**src/rtl/uart_rx_ctrl.sv**
```systemverilog
// uart_rx_ctrl: UART receive bit controller. Frames start/data/parity/stop on an oversampled
// line, votes each bit from three mid-bit samples and deserialises the byte LSB first.
module uart_rx_ctrl #(
    parameter int DATA_W = 8
) (
    input  logic              CLK,
    input  logic              RST,
    input  logic              RX_IN,
    input  logic [5:0]        Prescale,
    input  logic              PAR_EN,
    input  logic              par_err,
    output logic              sampled_bit,
    output logic              par_chk_en,
    output logic [DATA_W-1:0] P_DATA,
    output logic              data_valid,
    output logic              strt_glitch,
    output logic              stp_err
);

    localparam int BCW = (DATA_W > 1) ? $clog2(DATA_W) : 1;
    localparam logic [BCW-1:0] LAST_BIT = BCW'(DATA_W - 1);

    typedef enum logic [2:0] {
        IDLE,
        START,
        DATA,
        PARITY,
        STOP
    } state_t;

    state_t            state_q, state_d;
    logic [5:0]        edge_cnt_q, edge_cnt_d;
    logic [BCW-1:0]    bit_cnt_q, bit_cnt_d;
    logic [5:0]        presc_q, presc_d;
    logic              par_en_q, par_en_d;
    logic [2:0]        samp_q, samp_d;
    logic              sampled_bit_q, sampled_bit_d;
    logic [DATA_W-1:0] shift_q, shift_d;
    logic [DATA_W-1:0] pdata_q, pdata_d;
    logic              par_chk_en_q, par_chk_en_d;
    logic              data_valid_q, data_valid_d;
    logic              strt_glitch_q, strt_glitch_d;
    logic              stp_err_q, stp_err_d;

    logic [5:0]        halfP;
    logic [5:0]        lastEdge;
    logic              bitEnd;
    logic              lastDataBit;
    logic              majority;

    // Unsupported oversampling ratios fall back to 8.
    function automatic logic [5:0] normPrescale(input logic [5:0] p);
        case (p)
            6'd16:   normPrescale = 6'd16;
            6'd32:   normPrescale = 6'd32;
            default: normPrescale = 6'd8;
        endcase
    endfunction

    assign halfP       = {1'b0, presc_q[5:1]};
    assign lastEdge    = presc_q - 6'd1;
    assign bitEnd      = (state_q != IDLE) && (edge_cnt_q == lastEdge);
    assign lastDataBit = (bit_cnt_q == LAST_BIT);
    assign majority    = (samp_q[0] & samp_q[1]) | (samp_q[0] & samp_q[2]) | (samp_q[1] & samp_q[2]);

    always_ff @(posedge CLK or negedge RST) begin
        if (!RST) begin
            state_q <= IDLE;
        end else begin
            state_q <= state_d;
        end
    end

    always_comb begin
        state_d = state_q;
        case (state_q)
            IDLE: begin
                if (!RX_IN) begin
                    state_d = START;
                end
            end
            START: begin
                if (bitEnd) begin
                    state_d = sampled_bit_q ? IDLE : DATA;
                end
            end
            DATA: begin
                if (bitEnd && lastDataBit) begin
                    state_d = par_en_q ? PARITY : STOP;
                end
            end
            PARITY: begin
                if (bitEnd) begin
                    state_d = STOP;
                end
            end
            STOP: begin
                if (bitEnd) begin
                    state_d = IDLE;
                end
            end
            default: state_d = IDLE;
        endcase
    end

    // The IDLE cycle that sees the falling edge is edge 0 of the start bit, so START begins at edge 1.
    always_comb begin
        edge_cnt_d    = edge_cnt_q;
        bit_cnt_d     = bit_cnt_q;
        presc_d       = presc_q;
        par_en_d      = par_en_q;
        samp_d        = samp_q;
        sampled_bit_d = sampled_bit_q;
        shift_d       = shift_q;
        pdata_d       = pdata_q;
        par_chk_en_d  = 1'b0;
        data_valid_d  = 1'b0;
        strt_glitch_d = 1'b0;
        stp_err_d     = 1'b0;

        if (state_q == IDLE) begin
            bit_cnt_d = '0;
            if (!RX_IN) begin
                edge_cnt_d = 6'd1;
                presc_d    = normPrescale(Prescale);
                par_en_d   = PAR_EN;
            end else begin
                edge_cnt_d = 6'd0;
            end
        end else begin
            edge_cnt_d = bitEnd ? 6'd0 : edge_cnt_q + 6'd1;
            if (edge_cnt_q == halfP - 6'd2) begin
                samp_d[0] = RX_IN;
            end
            if (edge_cnt_q == halfP - 6'd1) begin
                samp_d[1] = RX_IN;
            end
            if (edge_cnt_q == halfP) begin
                samp_d[2] = RX_IN;
            end
            if (edge_cnt_q == halfP + 6'd1) begin
                sampled_bit_d = majority;
            end
        end

        if (bitEnd) begin
            case (state_q)
                START: begin
                    bit_cnt_d     = '0;
                    strt_glitch_d = sampled_bit_q;
                end
                DATA: begin
                    par_chk_en_d = 1'b1;
                    shift_d      = {sampled_bit_q, shift_q[DATA_W-1:1]};
                    bit_cnt_d    = lastDataBit ? '0 : bit_cnt_q + BCW'(1);
                end
                PARITY: begin
                    par_chk_en_d = 1'b1;
                end
                STOP: begin
                    stp_err_d = ~sampled_bit_q;
                    if (sampled_bit_q && !(par_en_q && par_err)) begin
                        pdata_d      = shift_q;
                        data_valid_d = 1'b1;
                    end
                end
                default: begin
                end
            endcase
        end
    end

    always_ff @(posedge CLK or negedge RST) begin
        if (!RST) begin
            edge_cnt_q    <= 6'd0;
            bit_cnt_q     <= '0;
            presc_q       <= 6'd8;
            par_en_q      <= 1'b0;
            samp_q        <= 3'b111;
            sampled_bit_q <= 1'b1;
            shift_q       <= '0;
            pdata_q       <= '0;
            par_chk_en_q  <= 1'b0;
            data_valid_q  <= 1'b0;
            strt_glitch_q <= 1'b0;
            stp_err_q     <= 1'b0;
        end else begin
            edge_cnt_q    <= edge_cnt_d;
            bit_cnt_q     <= bit_cnt_d;
            presc_q       <= presc_d;
            par_en_q      <= par_en_d;
            samp_q        <= samp_d;
            sampled_bit_q <= sampled_bit_d;
            shift_q       <= shift_d;
            pdata_q       <= pdata_d;
            par_chk_en_q  <= par_chk_en_d;
            data_valid_q  <= data_valid_d;
            strt_glitch_q <= strt_glitch_d;
            stp_err_q     <= stp_err_d;
        end
    end

    assign sampled_bit = sampled_bit_q;
    assign par_chk_en  = par_chk_en_q;
    assign P_DATA      = pdata_q;
    assign data_valid  = data_valid_q;
    assign strt_glitch = strt_glitch_q;
    assign stp_err     = stp_err_q;

endmodule
```
**config.mk**
```make
export PLATFORM = sky130hd
export DESIGN_NAME = uart_rx_ctrl
export DESIGN_NICKNAME = d
export VERILOG_FILES = /design/src/rtl/uart_rx_ctrl.sv
export SDC_FILE = /design/constraint.sdc
export NUM_CORES = 1
export LEC_CHECK = 0
export ABC_AREA = 1
export CORE_MARGIN = 8
export CORE_UTILIZATION = 45
export CTS_CLUSTER_DIAMETER = 60
export DETAILED_ROUTE_END_ITERATION = 8
export GPL_ROUTABILITY_DRIVEN = 0
export PLACE_DENSITY = 0.71
export SLEW_MARGIN = 20
export SYNTH_ARGS = -nofsm -noshare
export SYNTH_HDL_FRONTEND = slang
export SYNTH_SLANG_ARGS = --single-unit
```
**constraint.sdc**
```tcl
create_clock -name CLK -period 2.2 [get_ports CLK]
set_input_delay 0.55 -clock CLK [delete_from_list [all_inputs] [get_ports CLK]]
set_output_delay 0.55 -clock CLK [all_outputs]
set_load 0.005 [all_outputs]
```
==> results of run 1 <==
==> through the flow <==
stage               area (sq um)  instances  utilization [%]  setup WS, ns  hold slack, ns
finish                      2430        314             55.5         0.242           0.206
global route                2430        314             55.5        0.0601           0.237
CTS                         2430        314             55.5         0.227           0.219
detailed placement          2340        306             53.4         0.236           0.461
global placement            2340        306             53.4         0.293           0.453
floorplan                   2050        232                -         0.349           0.254
==> worst max-delay path: cells and delay by family (launching register included) <==
family                   cells  cell delay, ns
buffers and inverters        1            0.09
flip-flops                   1            0.55
AO/OA/AOI/OAI                1            0.10
AND/OR/NAND/NOR              4            0.60
adder cells (fa/ha/maj)      1            0.34
XOR/XNOR                     1            0.17
==> area by class of cell <==
cell class	instances	share of cell area, %
Sequential cell	40	41.4
Multi-Input combinational cell	157	36.8
Timing Repair Buffer	25	10.4
Inverter	32	4.94
Clock buffer	7	3.55
Tap cell	52	2.67
Clock inverter	1	0.308
==> synthesized netlist by cell type <==
| master | n |
|---|---|
| nand2_1 | 55 |
| dfrtp_1 | 35 |
| inv_1 | 29 |
| nand3_1 | 19 |
| nor2_1 | 18 |
| o21ai_0 | 14 |
| o21ai_2 | 8 |
| ha_1 | 7 |
| dfstp_2 | 5 |
| a21oi_1 | 4 |
| xor2_1 | 4 |
| inv_2 | 3 |
| nand2_2 | 3 |
| nand4_1 | 3 |
| nor3_1 | 3 |
| o21a_1 | 3 |
| o22ai_1 | 3 |
| xnor2_1 | 3 |
| nand2_4 | 2 |
| a211oi_4 | 1 |
| buf_2 | 1 |
| buf_6 | 1 |
| buf_8 | 1 |
| nand3_2 | 1 |
| nand3_4 | 1 |
| nor2_4 | 1 |
| nor2_8 | 1 |
| nor3b_1 | 1 |
| o31ai_1 | 1 |
| or2_2 | 1 |
==> registers in the layout, indices dropped and copies added, names as in the netlist <==
name / cells
state_q: 3
strt_glitch: 1
shift_q: 8
sampled_bit: 1
samp_q: 3
P_DATA: 8
bit_cnt_q: 3
data_valid: 1
presc_q: 3
stp_err: 1
par_en_q: 1
par_chk_en: 1
edge_cnt_q: 6
==> worst paths after layout <==
| path | endpoint | startpoint | cells past startpoint | slack, ns |
|---|---|---|---|---|
| min in group CLK | samp_q[0]$_DFFE_PN1P_ | samp_q[0]$_DFFE_PN1P_ | 2 | 0.47 |
| max in group asynchronous | shift_q[0]$_DFFE_PN0P_ | RST | 2 | 1.52 |
| worst min register to register | samp_q[0]$_DFFE_PN1P_ | samp_q[0]$_DFFE_PN1P_ | 2 | 0.47 |
| worst max register to register | shift_q[5]$_DFFE_PN0P_ | presc_q[3]$_DFFE_PN1P_ | 8 | 0.24 |
| worst max-delay path | shift_q[5]$_DFFE_PN0P_ | presc_q[3]$_DFFE_PN1P_ | 8 | 0.24 |
| worst min-delay path | edge_cnt_q[0]$_DFF_PN0_ | RST | 1 | 0.21 |
==> cell usage in the layout (no fill, tap or decap), types with 4 or more instances in the layout <==
cell,synthesis,final
xor2_1,4,4
o21ai_0,14,14
clkdlybuf4s50_1,0,22
dfstp_2,5,5
inv_1,29,29
clkbuf_8,0,6
o21ai_2,8,8
nor2_1,18,18
nand2_1,55,55
nand3_1,19,19
a21oi_1,4,4
ha_1,7,7
dfrtp_1,35,35
==> kinds of logic (layout without fill, tap and decap cells) <==
| kind of cell | count (synthesis) | in the layout | synth area share [%] |
|---|---|---|---|
| AOI/OAI and AO/OA | 34 | 34 | 11.2 |
| xor gates and xnor gates | 7 | 7 | 2.99 |
| adders and majority gates | 7 | 7 | 4.27 |
| buffers and inverters | 35 | 65 | 7.37 |
| DFF | 40 | 40 | 49.1 |
| and+or+nand+nor | 109 | 109 | 25.2 |
==> per-layer routing <==
metal	global-route usage (%)	wire length, um
met1	14.0	1790
met2	18.0	1690
met3	4.10	166
met4	7.54	110
met5	0	0
==> power by group <==
part / switching [mW] / internal [mW]
Clock: 0.246 / 0.255
Combinational: 0.523 / 0.311
Sequential: 0.116 / 0.884
Total: 0.885 / 1.45
==> qor.csv, run 1 <==
stage,metric,value,unit
clock_network,insertion_delay,0.29,ns
layout,n_antenna_cell,0,
detailed_routing,drt_iter0_markers,95,
sta,finalSetupTns,0,ns
detailed_routing,firstDrtPassIters,4,
power,p_leak,1.16,nW
worst_setup_path,crit_type,reg -> reg,
layout,drive_gt1_share,14.1,%
worst_setup_path,slowest_stage,dfstp_2,
layout,multi_input_area,895,sq um
worst_setup_path,required,2.39,ns
synth,netlist_instances,232,
detailed_routing,totalWireLength,3.76,mm
worst_hold_path,worstHoldPathType,in -> async,
layout,fill_cells,404,
synth,yosysSeqAreaShare,49.1,%
die,die_area,6980,sq um
clock_network,cts-buffers-inserted,5,
sta,hold_viol_final,0,
sta,min_period,1.96,ns
detailed_routing,drc,0,
detailed_routing,vias,1532,
die,rows,24,
synth,syn_nets,250,
sta,fin_worst_skew,0.00412,ns
sta,grt_setup_unrepaired,false,
sta,setup_viol,0,
grt,grt_start_max_net_pins,22,
placement,placement.io_buffers,23,
synth,yosys_warnings,0,
layout,regArea,1010,sq um
power,pwr_density_cell,959,nW/um^2
synth,synth_cell_types,30,
clock_network,cts_setup_buffers,0,
clock_network,cts.repair.resized,0,
clock_network,htreeDepth,2,
synth,ys_ff_latch,40,
worst_setup_path,arrival,2.15,ns
die,initial_utilization,46.8,%
detailed_routing,wire_per_inst,12.0,um
run,cap_violations,0,
grt,grt.overflow.total,0,
detailed_routing,antenna_left,0,
detailed_routing,via_per_inst,4.88,
die,coreArea,4380,sq um
worst_setup_path,worst_setup_path_end_kind,flip-flop,
synth,syn-mean-instance-area,8.85,sq um
run_status,status,completed,
grt,track_usage,11.9,%
sta,slew_viol_final,0,
placement,place_hpwl,2.93,mm
sta,relSlewSlack,67.0,%
clock_network,clock-sinks,40,
layout,synthToLayoutAreaGrowth,18.5,%
synth,synthTopCellsByArea,"dfrtp_1, nand2_1, dfstp_2, inv_1, nand3_1",
worst_setup_path,crit_path_cell_trace,inv_1 > ha_1 > xnor2_1 > nor2_4 > nand2_4 > nor2_8 > nand2_1 > o21a_1,
die,dieWidth,83.5,um
clock_network,hold_buffers,0,
worst_setup_path,crit_path_max_fanout,18,
grt,grt_pass1_wl,6.85,mm
die,die_h,83.5,um
sta,worst_pin_slew,0.493,ns
worst_setup_path,start_kind,flip-flop,
clock_network,path_clk_slew,0.07,ns
synth,syn_area,2050,sq um
clock_network,cts_tree,built,
grt,antenna_found_initial,0,
layout,nets,279,
synth,synth_top_cell_area_share,42.7,%
clock_network,cts_max_path_buffers,2,
power,power.total,2.33,mW
sta,finalCritPeriodShare,89.0,%
die,io_pins,24,
worst_setup_path,max_stage_delay,0.55,ns
clock_network,root_buffer,clkbuf_8,
grt,grt_pass1_vias,1542,
power,ir_drop,0.393,mV
sta,max_freq,511,MHz
synth,yosys.area.top_type,dfrtp_1,
Power figures use the tool's default switching activity.
==> inputs of run 2 (changes only) <==
--- a/config.mk
+++ b/config.mk
@@ -10,8 +10,9 @@
 export CORE_UTILIZATION = 45
 export CTS_CLUSTER_DIAMETER = 60
 export DETAILED_ROUTE_END_ITERATION = 8
+export DONT_BUFFER_PORTS = 1
 export GPL_ROUTABILITY_DRIVEN = 0
-export PLACE_DENSITY = 0.71
+export PLACE_DENSITY = 0.65
 export SLEW_MARGIN = 20
 export SYNTH_ARGS = -nofsm -noshare
 export SYNTH_HDL_FRONTEND = slang
==> run 2 against run 1 <==
Net effect:
- non-clock buffer count fell by 23
- worst setup slack worse by 0.011 ns
- combinational power decreased by 4.9%
- design area decreased by 9.3%
- critical path depth unchanged
- clock skew about the same
- sequential power about the same
- via count is 4.5% lower
- final cell count decreased by 7.3%
- largest cell class unchanged
==> qor.csv, run 2 (synthesis results as in run 1) <==
stage,metric,value,unit
die,dieWidth,83.5,um
die,die_area,6980,sq um
grt,grt_pass1_wl,6.68,mm
sta,finalCritPeriodShare,89.5,%
detailed_routing,antenna_left,0,
layout,nets,256,
power,power.total,2.31,mW
clock_network,htreeDepth,2,
clock_network,cts_setup_buffers,0,
grt,grt_pass1_vias,1491,
clock_network,clock-sinks,40,
detailed_routing,totalWireLength,3.78,mm
sta,finalSetupTns,0,ns
sta,setup_viol,0,
worst_setup_path,crit_path_cell_trace,inv_1 > ha_1 > xnor2_1 > nor2_4 > nand2_4 > nor2_8 > nand2_1 > o21a_1,
detailed_routing,firstDrtPassIters,4,
sta,max_freq,508,MHz
worst_setup_path,required,2.38,ns
layout,fill_cells,408,
sta,grt_setup_unrepaired,false,
run_status,status,completed,
clock_network,cts_max_path_buffers,2,
grt,track_usage,11.5,%
sta,worst_pin_slew,0.419,ns
grt,antenna_found_initial,0,
die,initial_utilization,46.8,%
grt,met1_usage,13.4,%
detailed_routing,vias,1463,
die,coreArea,4380,sq um
worst_hold_path,worstHoldPathType,in -> async,
detailed_routing,drt_iter0_markers,80,
grt,grt_start_max_net_pins,36,
detailed_routing,wire_per_inst,13.0,um
grt,grt-busiest-layer,met2,
sta,hold_viol_final,0,
power,p_leak,1.07,nW
layout,mostFrequentLayoutCell,nand2_1,
sta,relSlewSlack,72.0,%
clock_network,cts-buffers-inserted,5,
worst_setup_path,crit_family,simple AND/OR/NAND/NOR gates,
clock_network,root_buffer,clkbuf_8,
clock_network,insertion_delay,0.29,ns
worst_setup_path,arrival,2.15,ns
placement,place_area,2090,sq um
detailed_routing,drc,0,
clock_network,cts_tree,built,
worst_setup_path,crit_path_max_fanout,18,
layout,synthToLayoutAreaGrowth,7.56,%
layout,final_area,2210,sq um
detailed_routing,via_per_inst,5.03,
worst_setup_path,worst_setup_path_end_kind,flip-flop,
grt,grt.overflow.total,0,
worst_setup_path,start_kind,flip-flop,
run,cap_violations,0,
die,die_h,83.5,um
worst_setup_path,crit_type,reg -> reg,
power,ir_drop,0.395,mV
worst_setup_path,max_stage_delay,0.56,ns
sta,holdWs,0.0869,ns
placement,placement.io_buffers,0,
layout,final_util,50.4,%
sta,slew_viol_final,0,
power,pwr_density_cell,1050,nW/um^2
layout,n_antenna_cell,0,
placement,place_hpwl,2.76,mm
die,rows,24,
sta,fin_worst_skew,0.00432,ns
die,io_pins,24,
sta,min_period,1.97,ns
layout,layout_common_cells,"nand2_1, dfrtp_1, inv_1",
clock_network,path_clk_slew,0.08,ns
grt,grtUsageMet3,3.52,%
worst_setup_path,worst-path-buf-inv,1,
worst_setup_path,slowest_stage,dfstp_2,
grt,use_met2,18.8,%
layout,drive_gt1_share,15.1,%
run 2: cell types whose count changed in the layout (fill, tap and decap cells not counted), sizes merged:
cell,previous run,this run
buf,3,2
clkdlybuf4s50,22,0
run 2: worst paths after layout:
path,startpoint,cells past startpoint,slack (ns),endpoint
setup reg to reg,presc_q[3]$_DFFE_PN1P_,8,0.23,shift_q[5]$_DFFE_PN0P_
hold reg to reg,samp_q[0]$_DFFE_PN1P_,2,0.47,samp_q[0]$_DFFE_PN1P_
setup / recovery,presc_q[3]$_DFFE_PN1P_,8,0.23,shift_q[5]$_DFFE_PN0P_
hold / removal,RST,1,0.09,state_q[0]$_DFFE_PN0P_
max in group asynchronous,RST,1,1.94,data_valid$_DFF_PN0_
min in group CLK,RX_IN,1,0.37,edge_cnt_q[0]$_DFF_PN0_
run 2: layout make-up:
cell class | instances | area, sq um | area share [%]
Sequential cell | 40 | 1010 | 45.6
Multi-Input combinational cell | 157 | 895 | 40.5
Inverter | 32 | 120 | 5.44
Clock buffer | 7 | 86.3 | 3.91
Tap cell | 52 | 65.1 | 2.95
Timing Repair Buffer | 2 | 27.5 | 1.25
Clock inverter | 1 | 7.51 | 0.340
run 2: per-stage QoR:
step                      setup WS, ns  cells
after floorplan                  0.349    232
after detailed placement         0.227    282
after global routing            0.0132    291
final                            0.231    291
after global placement           0.290    282
after CTS                        0.217    291
run 2: routing by layer:
layer | vias to the layer above | wire [um]
li1 | 754 | -
met1 | 673 | 1750
met2 | 28 | 1730
met3 | 8 | 213
met4 | 0 | 81
met5 | - | 0
run 2: where the power goes:
| group | switching (mW) | leakage (nW) | internal [mW] |
|---|---|---|---|
| Clock | 0.257 | 0.0445 | 0.255 |
| Combinational | 0.505 | 0.497 | 0.288 |
| Sequential | 0.123 | 0.531 | 0.884 |
run 2: what timing repair did:
action,CTS,global route
hold buffers,1,0
resized for setup,0,0
setup endpoints to repair,0,0
hold endpoints to repair,35,0
run 2: worst register-to-register path: stages, from the launching register on:
cell,delay [ns]
dfstp_2,0.56
inv_1,0.09
ha_1,0.34
xnor2_1,0.17
nor2_4,0.19
nand2_4,0.12
nor2_8,0.22
nand2_1,0.08
o21a_1,0.11
==> RTL change 1 (flow settings as in run 2) <==
Make the reset (`RST`) synchronous in 2 clocked blocks.
--- a/src/rtl/uart_rx_ctrl.sv
+++ b/src/rtl/uart_rx_ctrl.sv
@@ -65,3 +65,3 @@
 
-    always_ff @(posedge CLK or negedge RST) begin
+    always_ff @(posedge CLK) begin
         if (!RST) begin
@@ -172,3 +172,3 @@
 
-    always_ff @(posedge CLK or negedge RST) begin
+    always_ff @(posedge CLK) begin
         if (!RST) begin
Check against the original RTL: differs if RST is asserted again (counterexample within 10 cycles, from zero or initial values and one cycle with RST low); with RST held inactive, the same outputs for 10 cycles.
==> RTL change 1 against run 2 <==
  * Power shrank 7.9%
  * Wire length grew 9.7%
  * Cell area shrank 0.28%
  * Synthesized area grew 0.91%
  * Die area grew 0.74%
  * Synthesized cell count grew 30%
  * Worst setup slack gained 0.16 ns
  * Cell count grew 22%
  * Combinational power shrank 14%
  * Worst hold slack gained 0.26 ns
  * Global-route usage grew 0.95 points
  * Sequential cell count is the same
==> RTL change 1: results (changes against run 2) <==
Worst setup path
  – Beginning of the worst register-to-register path: presc_q[3] (unchanged)
  – End of the worst register-to-register path: P_DATA[6] (was shift_q[5])
  – Slowest library cell on the worst path: dfxtp_1 (was dfstp_2)
  – Worst path max stage delay: 0.39 ns (was 0.56 ns)
  – Worst R2R Setup Slack: 0.39 ns (was 0.23 ns)

Outcome
  – Result of the run: finished clean (unchanged)

Layout
  – Share of the final layout cell area in multi-input gates: 0.475 (was 0.405)
  – # nets final: 320 (was 256)
  – Number of ordinary and repair buffers in the finished layout: 0 (was 2)
  – Layout cells sized above 1: 0.0858 (was 0.151)
  – Layout inverter count without the clock tree: 48 (was 32)
  – Area of combinational cells with multiple inputs: 0.00105 mm^2 (was 895 um^2)
  – Clock Buffer Count: 6 (was 7)
  – Non-clock buffer share: 0 (was 0.0125)

Yosys
  – List of most frequent post-synthesis cells: nand2_1, inv_1, dfxtp_1, nor2_1, nand3_1 (was nand2_1, dfrtp_1, inv_1, nand3_1, nor2_1)
  – Synth unique cells: 27 (was 30)
  – Sequential cell area fraction in the yosys report: 0.386 (was 0.491)
  – Proportion of synthesized flip-flops having asynchronous set or reset: 0 (was 1.00)
  – Post-synthesis area per instance: 6.88 um^2 (was 8.85 um^2)

Global routing
  – Largest net degree at the start of global routing: 31 (was 36)
  – Global-route wire length before repair: 7310 um (was 6680 um)
  – Overall track demand over capacity in global routing: 0.125 (was 0.115)

Routing
  – Met3 routed wirelength: 228 um (was 213 um)
  – Detailed-route wire length on metal 1: 1920 um (was 1750 um)
  – Post-detailed-routing wire length: 4140 um (was 3780 um)
  – First-iteration detailed-routing DRC count: 49 (was 80)
  – Detailed-route via count: 1,747 (was 1,463)

Placement
  – Instance count after placement with tap cells included: 347 (was 282)
  – Pre-CTS WS: 0.389 ns (was 0.227 ns)

Power
  – LEAKAGE: 1.07 nW (about the same)
==> RTL change 1: worst max-delay path by stage <==
stage | endpoint | start | slack [ns]
after floorplan | P_DATA[0] | presc_q[3] | 0.56
after global placement | P_DATA[6] | presc_q[3] | 0.40
after detailed placement | P_DATA[6] | presc_q[3] | 0.39
after CTS | P_DATA[6] | presc_q[3] | 0.37
after global routing | state_q[1] | presc_q[3] | 0.18
final | P_DATA[6] | presc_q[3] | 0.39
==> RTL change 1: report_power, final <==
part           total [W]  internal (W)  switching [W]  leakage (nW)
Combinational   0.000682      0.000213       0.000469         0.689
Clock           0.000590      0.000337       0.000253        0.0552
Sequential      0.000857      0.000788      0.0000696         0.324
Total            0.00213       0.00134       0.000791          1.07
==> RTL change 1: kinds of logic after synthesis <==
logic type	share of synthesized area
and+or+nand+nor	0.376
buffers and inverters	0.109
DFF	0.386
AOI/OAI and AO/OA	0.0568
adders and majority gates	0.0471
xor gates and xnor gates	0.0254
==> RTL change 2 (settings of run 2) <==
Made on the original files. `DATA_W`: 8 -> 4.
--- a/src/rtl/uart_rx_ctrl.sv
+++ b/src/rtl/uart_rx_ctrl.sv
@@ -3,3 +3,3 @@
 module uart_rx_ctrl #(
-    parameter int DATA_W = 8
+    parameter int DATA_W = 4
 ) (
Interface: changed (resized P_DATA); port bits go from 24 to 20. No check against the original RTL was run, so the function may have changed too.
==> RTL change 2 against run 2 <==
  * Wire length fell by 15%
  * Synthesized area fell by 15%
  * Cell area fell by 12%
  * Highest routed layer unchanged
  * Sequential cell count fell by 9
  * Power barely moved
  * Largest power group is now combinational cells
  * Worst setup slack improved by 0.15 ns
  * First-iteration DRC count fell by 18%
  * Synthesized cell count fell by 9.9%
==> RTL change 2: results (changes against run 2) <==
Clock tree
  – Buffers inserted by post-CTS timing repair: 0 (unchanged)
  – Clk slew on worst S/H paths: about 0.07 ns
  – CTS Buf Count: 5 (unchanged)
  – CTS Buffer Depth: 2 (unchanged)
  – CTS Hold Bufs: 1 (unchanged)
  – Number of cells upsized or downsized after cts: 0 (unchanged)
  – Clock Latency Late Sink: between 0.2 and 0.3 ns
  – Number of H-tree levels: 2 (unchanged)

Routing
  – Detailed-route wire length on metal 1: 1580 um (was 1750 um)
  – Post-detailed-routing wire length: 3220 um (was 3780 um)
  – Vias per cell: 4.79 (was 5.03)
  – Met3 routed wirelength: 123 um (was 213 um)
  – Met2 wire len: 1460 um (was 1730 um)
  – Top routing layer in use: met4 (unchanged)
  – Detailed-route via count: 1,264 (was 1,463)
  – First-iteration detailed-routing DRC count: 66 (was 80)

Yosys
  – Sequential cell area fraction in the yosys report: 0.447 (was 0.491)
  – Proportion of synthesized flip-flops having asynchronous set or reset: 1.00 (unchanged)
  – Count of flip-flops with a built-in enable after synthesis: 0 (unchanged)
  – List of most frequent post-synthesis cells: nand2_1, dfrtp_1, inv_1, nand3_1, nor2_1 (unchanged)
  – Synth unique cells: 31 (was 30)
  – Leading post-synthesis cells by cell area: dfrtp_1, nand2_1, dfstp_2 (unchanged)
  – Post-synth net total: 226 (was 250)
  – Post-synthesis area per instance: 8.38 um^2 (was 8.85 um^2)

Worst setup path
  – Critical path start-end classification: reg2reg (unchanged)
  – Worst endpoint data arrival time: 1.99 ns (was 2.15 ns)
  – Largest fanout on the critical path: 5 (was 18)
  – Worst path max stage delay: between 0.5 and 0.6 ns
  – Beginning of the worst register-to-register path: presc_q[3] (unchanged)
  – Slowest library cell on the worst path: dfstp_2 (unchanged)

STA
  – Worst Tran Pin Value: 0.432 ns (was 0.419 ns)
  – Final setup viols: 0 (unchanged)
  – Fin Clk Skew: 0.00414 ns (was 0.00432 ns)

Global routing
  – Global-route wire length before repair: 5380 um (was 6680 um)
  – Fraction of met2 tracks used by global routing: 0.167 (was 0.188)
  – Largest net degree at the start of global routing: 27 (was 36)
  – Overall track demand over capacity in global routing: 0.110 (was 0.115)
  – Met3 track utilization from global routing: 0.0353 (was 0.0352)
  – Via count of the first global-routing pass: 1,188 (was 1,491)
  – Global-route met1 utilization: 0.138 (was 0.134)

Layout
  – Largest register FFs: 6
  – Count of inserted antenna diode cells: 0 (unchanged)
  – Layout cells sized above 1: 0.190 (was 0.151)
  – Top register by number of flip-flops: edge_cnt_q

Placement
  – HPWL after detailed placement: 2430 um (was 2760 um)
  – Buffers added on ports: 0 (unchanged)
  – Pre-CTS WS: 0.373 ns (was 0.227 ns)

Outcome
  – Result of the run: finished clean (unchanged)

Power
  – Cell internal pwr: 0.00140 W (was 0.00143 W)
  – LEAKAGE: 0.956 nW (was 1.07 nW)
  – Worst IR drop on VDD: 0.570 mV (was 0.395 mV)

Min path
  – Type of the tightest min-delay check: in2async (unchanged)
==> RTL change 2: cell types whose count changed after synthesis, moves of 7 or more <==
| cell | delta |
|---|---|
| nand2_1 | -8 |
| dfrtp_1 | -9 |
| o21ai_0 | -8 |
| o21ai_2 | -7 |
| inv_1 | -7 |
==> RTL change 2: area by class of cell <==
class	instances	area, um^2
clock buffer	6	82.6
multi-input combinational	143	826
tap	48	60.1
inverter	33	130
sequential	31	782
fill	364	1750
timing repair buffer	1	20.0
clock inverter	2	35.0
==> RTL change 2: power groups by stage <==
stage	registers, W	logic [W]	clock network (W)
after floorplan	0.000815	0.000776	0
after global placement	0.000874	0.000856	0
after detailed placement	0.000870	0.000862	0
after CTS	0.000860	0.000880	0.000593
after global routing	0.000878	0.000988	0.000614
final	0.000860	0.000874	0.000580
==> RTL change 2: worst paths after layout <==
path                            slack [ns]  cells after the start            end
worst max-delay path                  0.38                     11      P_DATA[1]
worst min-delay path                  0.07                      1     presc_q[4]
worst max register to register        0.38                     11      P_DATA[1]
worst min register to register        0.47                      2      samp_q[0]
max in group asynchronous             1.97                      1       par_en_q
min in group CLK                      0.38                      1  edge_cnt_q[0]
==> RTL change 2: critical path: cells and delay by family, from the launching register on <==
| kind | cells | cell delay (ns) |
|---|---|---|
| and+or+nand+nor | 7 | 0.61 |
| DFF | 1 | 0.55 |
| adders and majority gates | 1 | 0.32 |
| buffers and inverters | 3 | 0.23 |
==> RTL change 2: kinds of logic after synthesis <==
| group | synth area share |
|---|---|
| AO/OA/AOI/OAI | 0.0829 |
| XOR/XNOR | 0.0300 |
| adder cells (fa/ha/maj) | 0.0429 |
| buffers and inverters | 0.0815 |
| flip-flops | 0.447 |
| AND/OR/NAND/NOR | 0.316 |
